### config.mk
export PLATFORM = sky130hd
export DESIGN_NAME = nibble_deserializer
export DESIGN_NICKNAME = d
export VERILOG_FILES = /design/src/rtl/nibble_pkg.sv /design/src/rtl/nib_out_reg.sv /design/src/rtl/nibble_deserializer.sv
export SDC_FILE = /design/constraint.sdc
export NUM_CORES = 1
export LEC_CHECK = 0
export ABC_AREA = 1
export BUFFER_PORTS_ARGS = -buffer_cell sky130_fd_sc_hd__buf_2
export CAP_MARGIN = 20
export CORE_MARGIN = 3
export CORE_UTILIZATION = 46
export CTS_CLUSTER_SIZE = 20
export DETAILED_ROUTE_END_ITERATION = 7
export GPL_ROUTABILITY_DRIVEN = 0
export GPL_TIMING_DRIVEN = 0
export HOLD_SLACK_MARGIN = 0.08
export PLACE_DENSITY = 0.7
export SLEW_MARGIN = 25
export SYNTH_ARGS = -nofsm -noshare
export SYNTH_HDL_FRONTEND = slang
export SYNTH_SLANG_ARGS = --single-unit
### constraint.sdc
create_clock -name clk -period 1.36 [get_ports clk]
set_input_delay 0.272 -clock clk [delete_from_list [all_inputs] [get_ports clk]]
set_output_delay 0.272 -clock clk [all_outputs]
set_load 0.1 [all_outputs]
### src/rtl/nibble_pkg.sv
// ============================================================================
// Module : nibble_pkg
// Shared types for the nibble deserializer and its output holding register.
// Rev    : 1.0
// ============================================================================
`default_nettype none

package nibble_pkg;
   localparam int NIBBLE_W = 4;

   typedef logic [NIBBLE_W-1:0] nibble_t;
   typedef logic [1:0]          bit_idx_t;

   // Assembly state is the index of the next bit to be accepted; S_IDX0 doubles as idle.
   typedef enum bit_idx_t {
      S_IDX0 = 2'd0,
      S_IDX1 = 2'd1,
      S_IDX2 = 2'd2,
      S_IDX3 = 2'd3
   } asm_state_e;
endpackage

`default_nettype wire

### src/rtl/nib_out_reg.sv
// ============================================================================
// Module : nib_out_reg
// Single-entry valid/ready holding register; drops nibbles that arrive while full.
// Rev    : 1.0
// ============================================================================
`default_nettype none

module nib_out_reg
   import nibble_pkg::*;
(
   input  logic    clk,
   input  logic    aresetn,
   input  logic    i_load,
   input  nibble_t i_data,
   input  logic    i_ready,
   output nibble_t o_data,
   output logic    o_valid,
   output logic    o_overrun,
   output logic    o_xfer
);

   nibble_t r_data;
   logic    r_valid;
   logic    r_overrun;
   logic    w_xfer;

   assign w_xfer = r_valid && i_ready;

   always_ff @(posedge clk or negedge aresetn) begin
      if (!aresetn) begin
         r_data    <= '0;
         r_valid   <= 1'b0;
         r_overrun <= 1'b0;
      end else begin
         // A full register that is not being drained this cycle cannot take a new nibble.
         r_overrun <= i_load && r_valid && !i_ready;
         if (i_load && (!r_valid || i_ready)) begin
            r_data  <= i_data;
            r_valid <= 1'b1;
         end else if (w_xfer) begin
            r_valid <= 1'b0;
         end
      end
   end

   assign o_data    = r_data;
   assign o_valid   = r_valid;
   assign o_overrun = r_overrun;
   assign o_xfer    = w_xfer;

endmodule

`default_nettype wire

### src/rtl/nibble_deserializer.sv
// ============================================================================
// Module : nibble_deserializer
// Serial bit stream to 4-bit nibble converter with sync framing and delivery count.
// Rev    : 1.0
// ============================================================================
`default_nettype none

module nibble_deserializer
   import nibble_pkg::*;
#(
   parameter int MSB_FIRST = 1,
   parameter int CNT_W     = 8
) (
   input  logic             clk,
   input  logic             aresetn,
   input  logic             bit_in,
   input  logic             bit_valid,
   input  logic             sync,
   output logic [3:0]       x,
   output logic             x_valid,
   input  logic             x_ready,
   output logic             overrun,
   output logic [CNT_W-1:0] nib_count
);

   asm_state_e       r_state;
   asm_state_e       w_state_nxt;
   nibble_t          r_shreg;
   nibble_t          w_shreg_nxt;
   nibble_t          w_shifted;
   nibble_t          w_fresh;
   logic             w_complete;
   logic             w_xfer;
   logic [CNT_W-1:0] r_count;

   // w_fresh is the register image after a sync restart, with bit_in as bit 0.
   generate
      if (MSB_FIRST != 0) begin : g_msb_first
         assign w_shifted = {r_shreg[2:0], bit_in};
         assign w_fresh   = {3'b000, bit_in};
      end else begin : g_lsb_first
         assign w_shifted = {bit_in, r_shreg[3:1]};
         assign w_fresh   = {bit_in, 3'b000};
      end
   endgenerate

   always_ff @(posedge clk or negedge aresetn) begin
      if (!aresetn) begin
         r_state <= S_IDX0;
         r_shreg <= '0;
      end else begin
         r_state <= w_state_nxt;
         r_shreg <= w_shreg_nxt;
      end
   end

   always_comb begin
      w_state_nxt = r_state;
      w_shreg_nxt = r_shreg;
      w_complete  = 1'b0;
      if (sync) begin
         w_shreg_nxt = bit_valid ? w_fresh : '0;
         w_state_nxt = bit_valid ? S_IDX1 : S_IDX0;
      end else if (bit_valid) begin
         w_shreg_nxt = w_shifted;
         case (r_state)
            S_IDX0:  w_state_nxt = S_IDX1;
            S_IDX1:  w_state_nxt = S_IDX2;
            S_IDX2:  w_state_nxt = S_IDX3;
            default: begin
               w_state_nxt = S_IDX0;
               w_complete  = 1'b1;
            end
         endcase
      end
   end

   // The completed nibble is taken from the shift path so it lands in x on the same edge.
   nib_out_reg u_out (
      .clk       (clk),
      .aresetn   (aresetn),
      .i_load    (w_complete),
      .i_data    (w_shifted),
      .i_ready   (x_ready),
      .o_data    (x),
      .o_valid   (x_valid),
      .o_overrun (overrun),
      .o_xfer    (w_xfer)
   );

   always_ff @(posedge clk or negedge aresetn) begin
      if (!aresetn) begin
         r_count <= '0;
      end else if (w_xfer) begin
         r_count <= r_count + CNT_W'(1);
      end
   end

   assign nib_count = r_count;

endmodule

`default_nettype wire

==> results by group <==
Final layout
  • Filler cells: 178
  • Commonest non-fill, non-tap cell in the layout: nand2_1
  • Area growth from synthesis to layout: 24.2%
  • Share of layout cells above drive strength 1: 0.311
  • ANT cells: 0
  • Final #Nets: 133
  • Commonest cells after routing, fill and taps aside: 31 x nand2_1, 16 x inv_1, 11 x dfrtp_1, 11 x buf_4, 7 x nand3_1

Routing
  • WL per Instance: 9.84 um
  • Final ANT Viol Nets: 0
  • Via count: 676
  • Via-per-instance ratio: 4.60
  • Iteration-0 DRC Markers: 17
  • Drt drc: 0
  • TritonRoute pass-1 iters: 4
  • WL final: 1.45 mm

Worst setup path
  • Reg-to-reg endpoint: nib_count[1]$_DFFE_PN0P_
  • RR Startpoint: nib_count[0]$_DFFE_PN0P_
  • WP data arrival: 1.04 ns
  • Worst Path Required: 1.09 ns
  • Crit-path cells: buf_4
  • Crit. End Element: output port
  • Peak per-stage delay on the critical path: 0.51 ns
  • R2r worst-path depth: 2
  • CP Launch Type: flop
  • Crit-path slowest cell: dfrtp_4
  • WS Path Type: flop to output port
  • R2R setup slack: 0.20 ns
  • Delay-heaviest family, CP: flip-flops
  • CP bufs+invs: 1
  • Worst-path maximum fanout: 4

Timing
  • Unrepaired setup endpoints after global routing: no
  • Final hold vios: 0
  • Worst-Margin Slew: 0.415 ns
  • Fmax: 763 MHz
  • Fin crit share: 0.964
  • Final Setup Violations: 0
  • Final Skew: 0.00468 ns
  • Setup TNS Final: 0 ns
  • Slew Limit Fails: 0
  • Relative slew margins: 0.724
  • Fin crit period: 1.31 ns

Power and ir drop
  • Comb power frac: 0.434
  • Clock power frac: 0.156
  • Maximum vdd drop: 747 uV
  • Switching fraction of total power: 0.477
  • Switch Pwr: 853 uW
  • Cell Pwr Density: 1640 mW/mm2
  • P_int: 936 uW
  • Final Power: 1.79 mW
  • Reg power frac: 0.410
  • Static Leak: 0.585 nW

Clock network
  • Setup Buffers After CTS: 0
  • Clk buf depth: 2
  • Num CTS Buffers: 3
  • CTS tree: built
  • CTS clk-pin slew, worst paths: 0.11 ns
  • Clock H-tree levels: 1
  • Insertion delay of the later-clocked pin in the worst-skew pair: 0.29 ns
  • CTS Root Cell: clkbuf_4
  • Clock sink count: 19

Yosys
  • XOR/XNOR share of the synthesized area: 0.0399
  • Synth Cell Area: 878 um2
  • Synth warn: 0
  • Synth Instances: 98
  • Avg Cell Area, Syn: 8.96 um2
  • Cell variety after synth: 18
  • Post-Syn Nets: 108
  • Post-Synth Adder-Cell Area: 0.0570
  • Yosys top cell by area: dfrtp_1
  • Top post-synthesis cells by area: dfrtp_1 54%, nand2_1 13%, inv_1 6.8%, ha_1 5.7%, nand3_1 4.0%
  • Post-synthesis sequential area ratio: 0.541
  • Synth Area in Compound Gates: 0.0356
  • Post-synthesis register bit count: 19
  • Post-synth top area share: 0.541
  • Post-Synth Simple-Gate Area: 0.236
  • Largest family of logic cells by synthesized area: simple AND/OR/NAND/NOR gates
  • Post-synthesis mux area share: 0.0128

Place
  • Port Buffer Count: 19
  • Post-DP HPWL: 1.15 mm

Global route
  • Vias in the first global route: 603
  • All-Layer GR Usage: 0.133
  • Overflow after GRT: 0
  • First-pass GRT wire length: 2.52 mm
  • Antenna violations before repair: 0
  • Pin count of the biggest net entering global routing: 20

Floorplanning
  • Area of the core: 0.00176 mm2
  • Die Width: 49.7 um
  • IO Count: 20
  • Die footprint: 0.00247 mm2
  • Num rows: 15
  • Initial core utilization: 0.498
  • Die Ht: 49.7 um

Hold path
  • Hold path startpoint: bit_in
  • Worst Hold Depth: 3
  • Hold WC Path Type: input pin to flop
  • Worst Hold End: u_out.o_data[0]$_DFFE_PN0P_

Flow run
  • Max-cap violation count: 0

Outcome
  • Status: complete, no violations
[cell families after synthesis]
logic type               Yosys count
AND/OR/NAND/NOR                   47
flip-flops                        19
buffers and inverters             18
AO/OA/AOI/OAI                      5
XOR/XNOR                           4
adder cells (fa/ha/maj)            4
multiplexers                       1
[what timing repair did]
action,CTS,global route
setup endpoints to repair,11,3
gates resized for setup,11,3
hold buffers,1,0
hold endpoints to repair,19,0
[registers in the layout, summed over array words and instances, names as in the netlist]
name	count
r_state	2
nib_count	8
u_out.o_valid	1
r_shreg	3
u_out.o_data	4
u_out.o_overrun	1
[cells in the mapped netlist (all sizes together)]
library cell and number:
xor2 2, dfrtp 19, nor3 1, a22o 1
o22ai 1, o21ai 3, xnor2 2, nand3 8
nand4 1, ha 4, inv 18, nor2 6
mux2 1, nand2 31
[cell type report]
type / instances / area [um2] / share of cell area
Inverter: 18 / 67.6 / 0.0619
Multi-Input combinational cell: 61 / 335 / 0.307
Sequential cell: 19 / 490 / 0.450
Timing Repair Buffer: 20 / 140 / 0.128
Tap cell: 25 / 31.3 / 0.0287
Clock buffer: 4 / 26.3 / 0.0241
[how the worst max path moves through the flow]
stage | slack (ns) | from | cells after the start | end
3_3_place_gp | 0.22 | nib_count[0]$_DFFE_PN0P_ | 2 | nib_count[1]$_DFFE_PN0P_
5_1_grt | 0.01 | nib_count[0]$_DFFE_PN0P_ | 1 | nib_count[0]
4_1_cts | 0.001 | u_out.o_data[2]$_DFFE_PN0P_ | 1 | x[2]
2_1_floorplan | -0.001 | u_out.o_valid$_DFFE_PN0P_ | 4 | nib_count[4]$_DFFE_PN0P_
3_5_place_dp | 0.20 | nib_count[0]$_DFFE_PN0P_ | 2 | nib_count[1]$_DFFE_PN0P_
6_report | 0.05 | nib_count[0]$_DFFE_PN0P_ | 1 | nib_count[0]
[per-layer routing]
metal / routed length [um] / track usage / vias up
li1: - / - / 347
met1: 682 / 0.180 / 313
met2: 699 / 0.205 / 14
met3: 56 / 0.0302 / 2
met4: 9 / 0.0553 / 0
met5: 0 / 0 / -
[per-stage QoR]
stage | std cells | worst slack, ns | area [um2] | util | hold WS [ns]
after floorplan | 98 | -0.00122 | 893 | - | -0.0236
after global placement | 142 | 0.223 | 1020 | 0.578 | 0.232
after detailed placement | 142 | 0.204 | 1020 | 0.578 | 0.234
after CTS | 147 | 0.000989 | 1080 | 0.614 | 0.198
after global routing | 147 | 0.0115 | 1090 | 0.618 | 0.207
final | 147 | 0.0490 | 1090 | 0.618 | 0.203
[power by group through the flow]
stage	Combinational (mW)	Sequential [mW]	Clock, mW
floorplan	0.119	1.23	0
global placement	0.730	0.741	0
detailed placement	0.745	0.743	0
CTS	0.781	0.735	0.291
global route	0.812	0.749	0.316
finish	0.776	0.733	0.279
Power figures use the tool's default switching activity.
